`config.mk`:
```
export PLATFORM = sky130hd
export DESIGN_NAME = seq_pattern_gen_flat
export DESIGN_NICKNAME = d
export VERILOG_FILES = /design/src/rtl/seq_pkg.sv /design/src/rtl/seq_pattern_gen_if.sv /design/src/rtl/seq_down_counter.sv /design/src/rtl/seq_pattern_gen.sv /design/src/flat_wrapper.sv
export SDC_FILE = /design/constraint.sdc
export NUM_CORES = 1
export LEC_CHECK = 0
export CORE_ASPECT_RATIO = 2
export CORE_UTILIZATION = 55
export DETAILED_ROUTE_END_ITERATION = 7
export PLACE_DENSITY_LB_ADDON = 0.15
export SYNTH_ARGS = -nofsm -noshare
export SYNTH_HDL_FRONTEND = slang
export SYNTH_HIERARCHICAL = 1
export SYNTH_SLANG_ARGS = --single-unit
```
`constraint.sdc`:
```
create_clock -name c -period 2.65 [get_ports c]
set_clock_uncertainty 0.05 [all_clocks]
set_input_delay 0.53 -clock c [delete_from_list [all_inputs] [get_ports c]]
set_output_delay 0.53 -clock c [all_outputs]
set_load 0.01 [all_outputs]
```
`src/rtl/seq_pkg.sv`:
```
// ============================================================================
// Module  : seq_pkg
// Brief   : Shared types and constants for the serial pattern generator.
// Revision: 1.0 - initial release
// ============================================================================
`default_nettype none

package seq_pkg;

    typedef enum logic [1:0] {
        IDLE  = 2'd0,
        SHIFT = 2'd1,
        GAP   = 2'd2,
        FIN   = 2'd3
    } state_t;

    localparam logic       IDLE_BIT_DEF = 1'b0;

    // Canonical stimulus pattern shared with the sequence-detector benches
    localparam logic [3:0] PAT_0110     = 4'b0110;
    localparam int         PAT_0110_LEN = 4;

endpackage

`default_nettype wire

```
`src/rtl/seq_pattern_gen_if.sv`:
```
// ============================================================================
// Module  : seq_pattern_gen_if
// Brief   : Control/stream bundle between a pattern requester and the generator.
// Revision: 1.0 - initial release
// ============================================================================
`default_nettype none

interface seq_pattern_gen_if #(
    parameter int PAT_W = 4,
    parameter int LEN_W = $clog2(PAT_W + 1),
    parameter int CNT_W = 4
);
    logic             start;
    logic [PAT_W-1:0] pattern;
    logic [LEN_W-1:0] len;
    logic [CNT_W-1:0] reps;
    logic [CNT_W-1:0] gap;
    logic             abort;
    logic             o;
    logic             o_vld;
    logic             busy;
    logic             done;
    logic             err;

    modport master (
        output start, pattern, len, reps, gap, abort,
        input  o, o_vld, busy, done, err
    );

    modport slave (
        input  start, pattern, len, reps, gap, abort,
        output o, o_vld, busy, done, err
    );
endinterface

`default_nettype wire

```
`src/rtl/seq_down_counter.sv`:
```
// ============================================================================
// Module  : seq_down_counter
// Brief   : Loadable down counter that saturates at zero, with a zero flag.
// Revision: 1.0 - initial release
// ============================================================================
`default_nettype none

module seq_down_counter #(
    parameter int WIDTH = 4
) (
    input  wire logic             clk,
    input  wire logic             rst,
    input  wire logic             i_load,
    input  wire logic [WIDTH-1:0] i_load_val,
    input  wire logic             i_dec,
    output logic      [WIDTH-1:0] o_count,
    output logic                  o_zero
);

    logic [WIDTH-1:0] r_count;

    // Load wins over decrement; decrement never wraps below zero
    always_ff @(posedge clk or posedge rst) begin
        if (rst) begin
            r_count <= '0;
        end else if (i_load) begin
            r_count <= i_load_val;
        end else if (i_dec && (r_count != '0)) begin
            r_count <= r_count - WIDTH'(1);
        end
    end

    assign o_count = r_count;
    assign o_zero  = (r_count == '0);

endmodule

`default_nettype wire

```
`src/rtl/seq_pattern_gen.sv`:
```
// ============================================================================
// Module  : seq_pattern_gen
// Brief   : Serial MSB-first pattern transmitter with repeat count and idle gap.
// Revision: 1.0 - initial release
// ============================================================================
`default_nettype none

module seq_pattern_gen
    import seq_pkg::*;
#(
    parameter int   PAT_W    = 4,
    parameter int   LEN_W    = $clog2(PAT_W + 1),
    parameter int   CNT_W    = 4,
    parameter logic IDLE_BIT = IDLE_BIT_DEF
) (
    input  wire logic         c,
    input  wire logic         r,
    seq_pattern_gen_if.slave  bus
);

    localparam logic [LEN_W-1:0] c_LEN_MAX = LEN_W'(PAT_W);

    state_t           r_state;
    logic             r_o;
    logic             r_o_vld;
    logic             r_busy;
    logic             r_done;
    logic             r_err;
    logic [PAT_W-1:0] r_pat;
    logic [LEN_W-1:0] r_len;
    logic [CNT_W-1:0] r_gap;

    logic             w_legal;
    logic             w_accept;
    logic             w_reject;
    logic             w_kill;
    logic [CNT_W-1:0] w_rep_eff;
    logic             w_last_bit;
    logic             w_rep_last;
    logic             w_gap_last;
    logic             w_bit_load;
    logic [LEN_W-1:0] w_bit_load_val;
    logic             w_bit_dec;
    logic [LEN_W-1:0] w_next_idx;
    logic [PAT_W-1:0] w_src;
    logic             w_next_o;
    logic             w_rep_load;
    logic             w_rep_dec;
    logic             w_gap_load;
    logic             w_gap_dec;
    logic [LEN_W-1:0] w_bit_count;
    logic             w_bit_zero;
    logic [CNT_W-1:0] w_rep_count;
    logic             w_rep_zero;
    logic [CNT_W-1:0] w_gap_count;
    logic             w_gap_zero;

    always_comb begin
        w_legal    = (bus.len != '0) && (bus.len <= c_LEN_MAX);
        w_accept   = (r_state == IDLE) && bus.start && w_legal;
        w_reject   = (r_state == IDLE) && bus.start && !w_legal;
        w_kill     = (r_state != IDLE) && bus.abort;
        w_rep_eff  = (bus.reps == '0) ? CNT_W'(1) : bus.reps;

        w_last_bit = w_bit_zero;
        w_rep_last = (w_rep_count == CNT_W'(1)) || w_rep_zero;
        w_gap_last = (w_gap_count == CNT_W'(1)) || w_gap_zero;

        // A repetition boundary either reloads the bit index directly or via GAP
        w_bit_load = w_accept
                   || ((r_state == SHIFT) && !w_kill && w_last_bit && !w_rep_last && (r_gap == '0))
                   || ((r_state == GAP) && !w_kill && w_gap_last);
        w_bit_load_val = (r_state == IDLE) ? (bus.len - LEN_W'(1)) : (r_len - LEN_W'(1));
        w_bit_dec  = (r_state == SHIFT) && !w_kill && !w_last_bit;

        w_next_idx = w_bit_load ? w_bit_load_val : (w_bit_count - LEN_W'(1));
        w_src      = (r_state == IDLE) ? bus.pattern : r_pat;
        w_next_o   = |(w_src & (PAT_W'(1) << w_next_idx));

        w_rep_load = w_accept;
        w_rep_dec  = (r_state == SHIFT) && !w_kill && w_last_bit && !w_rep_last;
        w_gap_load = w_rep_dec && (r_gap != '0);
        w_gap_dec  = (r_state == GAP) && !w_kill && !w_gap_last;
    end

    seq_down_counter #(.WIDTH(LEN_W)) u_bit_cnt (
        .clk        (c),
        .rst        (r),
        .i_load     (w_bit_load),
        .i_load_val (w_bit_load_val),
        .i_dec      (w_bit_dec),
        .o_count    (w_bit_count),
        .o_zero     (w_bit_zero)
    );

    seq_down_counter #(.WIDTH(CNT_W)) u_rep_cnt (
        .clk        (c),
        .rst        (r),
        .i_load     (w_rep_load),
        .i_load_val (w_rep_eff),
        .i_dec      (w_rep_dec),
        .o_count    (w_rep_count),
        .o_zero     (w_rep_zero)
    );

    seq_down_counter #(.WIDTH(CNT_W)) u_gap_cnt (
        .clk        (c),
        .rst        (r),
        .i_load     (w_gap_load),
        .i_load_val (r_gap),
        .i_dec      (w_gap_dec),
        .o_count    (w_gap_count),
        .o_zero     (w_gap_zero)
    );

    always_ff @(posedge c or posedge r) begin
        if (r) begin
            r_state <= IDLE;
            r_o     <= IDLE_BIT;
            r_o_vld <= 1'b0;
            r_busy  <= 1'b0;
            r_done  <= 1'b0;
            r_err   <= 1'b0;
            r_pat   <= '0;
            r_len   <= '0;
            r_gap   <= '0;
        end else begin
            r_done <= 1'b0;
            r_err  <= 1'b0;
            // Abort outranks everything, including a same-cycle completion
            if (w_kill) begin
                r_state <= IDLE;
                r_o     <= IDLE_BIT;
                r_o_vld <= 1'b0;
                r_busy  <= 1'b0;
            end else begin
                case (r_state)
                    IDLE: begin
                        if (w_accept) begin
                            r_pat   <= bus.pattern;
                            r_len   <= bus.len;
                            r_gap   <= bus.gap;
                            r_state <= SHIFT;
                            r_o     <= w_next_o;
                            r_o_vld <= 1'b1;
                            r_busy  <= 1'b1;
                        end else if (w_reject) begin
                            r_err <= 1'b1;
                        end
                    end
                    SHIFT: begin
                        if (!w_last_bit) begin
                            r_o <= w_next_o;
                        end else if (w_rep_last) begin
                            r_state <= FIN;
                            r_done  <= 1'b1;
                            r_o     <= IDLE_BIT;
                            r_o_vld <= 1'b0;
                        end else if (r_gap == '0) begin
                            r_o <= w_next_o;
                        end else begin
                            r_state <= GAP;
                            r_o     <= IDLE_BIT;
                            r_o_vld <= 1'b0;
                        end
                    end
                    GAP: begin
                        if (w_gap_last) begin
                            r_state <= SHIFT;
                            r_o     <= w_next_o;
                            r_o_vld <= 1'b1;
                        end
                    end
                    FIN: begin
                        r_state <= IDLE;
                        r_busy  <= 1'b0;
                    end
                    default: begin
                        r_state <= IDLE;
                        r_o     <= IDLE_BIT;
                        r_o_vld <= 1'b0;
                        r_busy  <= 1'b0;
                    end
                endcase
            end
        end
    end

    assign bus.o     = r_o;
    assign bus.o_vld = r_o_vld;
    assign bus.busy  = r_busy;
    assign bus.done  = r_done;
    assign bus.err   = r_err;

endmodule

`default_nettype wire

```
`src/flat_wrapper.sv`:
```
// flat-port wrapper written by rule: the top's interface ports become plain ports
module seq_pattern_gen_flat import seq_pkg::*;
#(
    parameter int   PAT_W    = 4,
    parameter int   LEN_W    = $clog2(PAT_W + 1),
    parameter int   CNT_W    = 4,
    parameter logic IDLE_BIT = IDLE_BIT_DEF
)
  (c, r, bus_start, bus_pattern, bus_len, bus_reps, bus_gap, bus_abort, bus_o, bus_o_vld, bus_busy, bus_done, bus_err);
  seq_pattern_gen_if #(.PAT_W(PAT_W), .LEN_W(LEN_W), .CNT_W(CNT_W)) bus_i ();
  input  wire logic c;
  input  wire logic r;
  input wire logic [$bits(bus_i.start)-1:0] bus_start;
  input wire logic [$bits(bus_i.pattern)-1:0] bus_pattern;
  input wire logic [$bits(bus_i.len)-1:0] bus_len;
  input wire logic [$bits(bus_i.reps)-1:0] bus_reps;
  input wire logic [$bits(bus_i.gap)-1:0] bus_gap;
  input wire logic [$bits(bus_i.abort)-1:0] bus_abort;
  output wire logic [$bits(bus_i.o)-1:0] bus_o;
  output wire logic [$bits(bus_i.o_vld)-1:0] bus_o_vld;
  output wire logic [$bits(bus_i.busy)-1:0] bus_busy;
  output wire logic [$bits(bus_i.done)-1:0] bus_done;
  output wire logic [$bits(bus_i.err)-1:0] bus_err;
  assign bus_i.start = bus_start;
  assign bus_i.pattern = bus_pattern;
  assign bus_i.len = bus_len;
  assign bus_i.reps = bus_reps;
  assign bus_i.gap = bus_gap;
  assign bus_i.abort = bus_abort;
  assign bus_o = bus_i.o;
  assign bus_o_vld = bus_i.o_vld;
  assign bus_busy = bus_i.busy;
  assign bus_done = bus_i.done;
  assign bus_err = bus_i.err;
  seq_pattern_gen #(.PAT_W(PAT_W), .LEN_W(LEN_W), .CNT_W(CNT_W), .IDLE_BIT(IDLE_BIT)) u_core (.c(c), .r(r), .bus(bus_i));
endmodule
```
# == After elaboration in Yosys (flattened, before gate mapping) ==
# Index checks and enable logic that the tools add are counted.
# op_classes
n_lt_le_gt_ge,1
n_shift,1
muxes,41
bitwise_logic,2
eq_ne,9
add_sub_neg,5
n_reduce_logical,49
# op_table
cell,n
4-bit 2-to-1 mux,6
1-bit 2-to-1 mux,21
1-bit logical AND,17
4-bit zero test,4
4-bit nonzero test,4
2-bit 2-to-1 mux,6
3-bit 2-to-1 mux,4
3-bit nonzero test,3
3-bit by 1-bit subtractor with 3-bit output (second input constant),3
4-bit by 1-bit == test with 1-bit output (second input constant),2
2-bit case mux with 4 select lines,1
2-bit nonzero test,4
4-bit by 1-bit subtractor with 4-bit output (second input constant),2
3-bit by 1-bit inequality test with 1-bit output (second input constant),2
1-bit case mux with 3 select lines,2
3-bit AND reduction,2
1-bit zero test,5
5-bit AND reduction,1
4-bit bitwise AND,1
2-bit == test (second input constant),2
1-bit logical OR,4
4-bit by 2-bit inequality test with 1-bit output (second input constant),1
4-bit AND reduction,1
4-bit OR reduction,1
9 further kinds,9
# totals
input_bits,19
word_cells,120
register_bits,29
out_inout_bits,5

# == Logic depth before layout (Yosys ltp) ==
# logic_depth
ltp_word,18
ltp_mapped,9

# == Modules after synthesis ==
# The synthesis kept the hierarchy.
# modules_own_cells
module,seq_area_each_um2,n_inst,area_each_um2,cells_each
seq_pattern_gen,450.4,1,1234.9,145
seq_down_counter at u_core.u_gap_cnt ...,100.1,2,261.5,28
seq_down_counter at u_core.u_bit_cnt,75.1,1,193.9,20

# == Least setup slack after synthesis ==
# Ideal clock, no wire load.
# synth_timing
path_type,reg2reg
from,register u_core.u_rep_cnt.r_count[1] (netlist: u_core/u_rep_cnt/o_count[1])
to,register u_core.u_gap_cnt.r_count[3] (netlist: u_core/u_gap_cnt/o_count[3])
slack_ns,0.230
setup_ns,0.126
path_buffers,1
arrival_time_ns,2.244
period_less_slack_ns,2.420
path_stages_with_launch,10
path_cell_list,dfrtp_1 -> inv_1 -> ha_1 -> or3b_4 -> inv_1 -> nor3_1 -> and2_2 -> clkbuf_1 -> nor3_1 -> a221o_1
# synth_between
elab_chain_len,6
# synth_rtl
element,line,text
"start, declared",seq_down_counter.sv:20,logic [WIDTH-1:0] r_count;
"start signal, assigned",seq_down_counter.sv:27,r_count <= i_load_val;
"start signal, assigned",seq_down_counter.sv:29,r_count <= r_count - WIDTH'(1);
4-bit zero test *,seq_down_counter.sv:34,assign o_zero = (r_count == '0);
net u_core.w_rep_zero,seq_pattern_gen.sv:54,logic w_rep_zero;
1-bit logical OR *,seq_pattern_gen.sv:66,w_rep_last = (w_rep_count == CNT_W'(1)) || w_rep_zero;
1-bit zero test *,seq_pattern_gen.sv:81,w_rep_dec = (r_state == SHIFT) && !w_kill && w_last_bit && !w_rep_last;
1-bit logical AND *,seq_pattern_gen.sv:81,
net u_core.w_rep_dec,seq_pattern_gen.sv:48,logic w_rep_dec;
1-bit logical AND *,seq_pattern_gen.sv:82,w_gap_load = w_rep_dec && (r_gap != '0);
net u_core.w_gap_load,seq_pattern_gen.sv:49,logic w_gap_load;
4-bit 2-to-1 mux / 2-bit nonzero test (equally long branches),--,
"end signal, assigned",seq_down_counter.sv:27,
"end signal, assigned",seq_down_counter.sv:29,
"end, declared",seq_down_counter.sv:20,
# The timed path passes the listed nets; every way through them passes the cells marked *.
# A chain may end at the register's enable or synchronous reset.

# == Worst setup path in the final report ==
# layout_timing
from,input bus_len[0]
to,register u_core.u_bit_cnt.r_count[2] (netlist: u_core/u_bit_cnt/o_count[2])
# layout_between
elab_chain_len,6
# layout_rtl
element,line,text
"start, declared",flat_wrapper.sv:15,input wire logic [$bits(bus_i.len)-1:0] bus_len;
3-bit <= comparator / 3-bit nonzero test (equally long branches),seq_pattern_gen.sv:59,w_legal = (bus.len != '0) && (bus.len <= c_LEN_MAX);
1-bit logical AND *,seq_pattern_gen.sv:59,
1-bit logical AND *,seq_pattern_gen.sv:60,w_accept = (r_state == IDLE) && bus.start && w_legal;
1-bit logical OR *,seq_pattern_gen.sv:71,|| ((r_state == SHIFT) && !w_kill && w_last_bit && !w_rep_last && (r_gap == '0))
1-bit logical OR *,seq_pattern_gen.sv:72,|| ((r_state == GAP) && !w_kill && w_gap_last);
net u_core.w_bit_load,seq_pattern_gen.sv:41,logic w_bit_load;
3-bit 2-to-1 mux / 2-bit nonzero test (equally long branches),--,
"end signal, assigned",seq_down_counter.sv:27,
"end signal, assigned",seq_down_counter.sv:29,
"end, declared",seq_down_counter.sv:20,
# Marks and branches as above.

==> impl_metrics.tcl <==
set metrics [dict create \
    status "complete, but fails checks" \
    violated_checks "design-rule violations" \
    hold_viol 0 \
    fp.dieArea_um2 3806 \
    detail_route.drc_violations 3 \
    min_delay_path_depth 2 \
    slew_viol_final 0 \
    clk_pin_slew_ns 0.06 \
    r2r_start "u_core/u_rep_cnt/o_count[1]" \
    core_um2 3378 \
    synthDominantAreaCellType "sky130_fd_sc_hd__dfrtp_1" \
    cp_data_required_time_ns 2.76 \
    die_width_um 44.13 \
    min_from "u_core/r_len[2]" \
    cts_hold_buffers 0 \
    flow.area_growth_from_synthesis_pct 23.59 \
    critical_path_peak_fanout 6 \
    dpl-instance-area_um2 2276 \
    yosys-top-cells-area "sky130_fd_sc_hd__dfrtp_1, sky130_fd_sc_hd__nand2_1, sky130_fd_sc_hd__inv_1" \
    power_per_cell_area_nw_per_um2 1112 \
    routedWlPerCell_um 16.61 \
    clkLatencyLatePin_ns 0.28 \
    post_synth_inst_count 221 \
    postLayoutCoreUtil 0.7141 \
    setup.worst_path.class "in2reg" \
    finalInstanceArea_um2 2412 \
    synth_fp_nets 246 \
    post-place-cells 279 \
    vert_die_dim_um 86.25 \
    timing.critical_path.to_type "flop" \
    synth_area_um2 1952 \
    ys_types 53 \
    synth_edf_count 0 \
    relSlewSlack 0.5043 \
    wirelength_um 4801 \
    ys_seq_area_frac 0.3718 \
    buffer_ports.inserted 23 \
    cts.sink_count 29 \
    half_perimeter_wire_length_of_the_detailed_placement_result_um 3778 \
    final_min_period_ns 2.506 \
    rows 30 \
    root_buffer "sky130_fd_sc_hd__clkbuf_8" \
    min-delay-path-class "reg2reg" \
    worst-endpoint-arrival_ns 2.62 \
    number_of_antenna_repair_diodes 0 \
    clock_tree_from_tritoncts "yes" \
    max_cap_viol_count 0 \
    worst_pin_slew_ns 0.7427 \
    worst_ir_drop_vdd_mv 0.6732 \
    maximum_clock_insertion_buffer_count 2 \
    setup-violations-final 0 \
    post_route_cells_drive_above_1_share 0.2062 \
    reg2reg_slack_ns 0.18 \
    maxClockFrequency_mhz 399.1 \
    first_pass_grt_wire_length_um 7755 \
    grt_pass1_vias 1757 \
    globalRouteOverflowTotal 0 \
    first_iter_violations 50 \
    final_cells 289 \
    post_drt_via_cell_ratio 6.159 \
    antenna_found_initial 0 \
    synth.most_common_cell "sky130_fd_sc_hd__nand2_1" \
    min_period_over_period 0.9455 \
    netlist.area_leader.share 0.3718 \
    final_tns_setup_ns 0 \
    reg2reg_depth 9 \
    fillerInstances 276 \
    ys_warn_count 6 \
    initial_utilization 0.5778 \
    timing.hold.worst_endpoint "u_core/r_len[2]" \
    async_reset_ff_frac 1.000 \
    synth.avg_cell_area_um2 8.832 \
    synthFlopType "sky130_fd_sc_hd__dfrtp_1" \
    ioPinCount 24 \
    route.antenna.remaining_nets 0 \
    ys_ff_latch 29 \
    ctsHtreeMaxLevel 2 \
    critical_path.startpoint_type "primary input" \
    hold_ws_ns 0.4537 \
    rsz_0062_raised_after_global_routing "false" \
    static-leakage-power_nw 1.104 \
    tritoncts.num_buffers 5 \
    place.gp.congestion 0.9708 \
    ys_top_cells_by_count "sky130_fd_sc_hd__nand2_1, sky130_fd_sc_hd__dfrtp_1, sky130_fd_sc_hd__inv_1" \
    grt_usage 0.2759 \
    finalNetCount 281 \
    grt_start_max_net_pins 20 \
    dr_total_vias 1780 \
    detail_route.first_pass.iterations 8 \
    timing.rr.end "u_core/u_bit_cnt/o_count[2]" \
]
-- critical path, stage by stage --
cell and delay (ns):
sky130_fd_sc_hd__clkdlybuf4s50_1 0.46, sky130_fd_sc_hd__or3_4 0.40, sky130_fd_sc_hd__nand4_4 0.11, sky130_fd_sc_hd__inv_1 0.08, sky130_fd_sc_hd__a311oi_4 0.29, sky130_fd_sc_hd__inv_2 0.10
sky130_fd_sc_hd__or4b_4 0.55, sky130_fd_sc_hd__o311ai_0 0.10
-- worst max path at each step --
stage | startpoint | endpoint | slack [ns] | depth (start not counted)
floorplan | u_core/u_rep_cnt/o_count[1] | u_core/u_gap_cnt/o_count[3] | 0.23 | 9
global placement | bus_len[0] | u_core/u_bit_cnt/o_count[2] | 0.01 | 8
detailed placement | bus_len[0] | u_core/u_bit_cnt/o_count[2] | -0.12 | 8
CTS | u_core/u_rep_cnt/o_count[0] | u_core/u_bit_cnt/o_count[2] | 0.03 | 9
global route | u_core/u_rep_cnt/o_count[0] | u_core/u_bit_cnt/o_count[2] | 0.02 | 9
finish | bus_len[0] | u_core/u_bit_cnt/o_count[2] | 0.14 | 8
-- layout by cell type (no fill, tap or decap), drive strengths merged, types with 3 or more instances in the layout --
master	instances
a211oi	3
a21oi	11
buf	17
clkbuf	7
clkdlybuf4s50	23
dfrtp	29
ha	6
inv	21
mux2i	7
nand2	41
nand2b	3
nor2	13
nor3	6
nor3b	3
nor4b	4
o21ai	10
o22ai	3
o31a	4
or3b	5
or4b	3
-- flip-flops by register name, summed over array words and instances, names as in the netlist --
signal	count
u_core/u_bit_cnt/o_count	3
u_core/u_gap_cnt/o_count	4
u_core/bus.done	1
u_core/bus.o	1
u_core/r_pat	4
u_core/bus.err	1
u_core/u_rep_cnt/o_count	4
u_core/bus.busy	1
u_core/bus.o_vld	1
u_core/r_len	3
u_core/r_gap	4
u_core/r_state	2
-- power breakdown --
group          internal [mW]  switching (mW)
clock                  0.234           0.168
combinational          0.691           0.772
sequential             0.637           0.179
total                   1.56            1.12
-- logic make-up after synthesis --
kind of cell | after synthesis | synth area share
buffers and inverters | 33 | 0.07052
XOR/XNOR | 1 | 0.004488
flip-flops | 29 | 0.3718
multiplexers | 10 | 0.05897
adder cells (fa/ha/maj) | 6 | 0.03846
AND/OR/NAND/NOR | 96 | 0.2910
AO/OA/AOI/OAI | 46 | 0.1647
-- final cells by class --
class	instances	area, um^2	area share
clock inverters	1	5.005	0.002075
inverters	21	78.83	0.03268
flip-flops and latches	29	725.7	0.3008
multi-input cells	159	1109	0.4595
repair buffers	40	357.8	0.1483
well taps	32	40.04	0.01660
clock buffers	7	96.34	0.03994
-- per-layer routing --
| layer | track usage | up-vias | share of wire |
|---|---|---|---|
| met2 | 0.5147 | 60 | 0.56 |
| met5 | 0 | - | 0 |
| met1 | 0.2772 | 846 | 0.37 |
| li1 | - | 856 | - |
| met3 | 0.04167 | 18 | 0.030 |
| met4 | 0.1405 | 0 | 0.035 |
-- metrics by stage --
| step | total power [mW] | worst slack, ns |
|---|---|---|
| 2_1_floorplan | 1.784 | 0.2298 |
| 4_1_cts | 2.626 | 0.02788 |
| 3_5_place_dp | 2.216 | -0.1180 |
| 6_report | 2.682 | 0.1444 |
| 3_3_place_gp | 2.125 | 0.01092 |
| 5_1_grt | 2.896 | 0.02485 |
-- timing repair --
item / in CTS / in global routing
gates resized for setup: 0 / 7
endpoints found under the setup margin: 0 / 3
buffers inserted: 0 / 2
(Power assumes the default switching activity.)
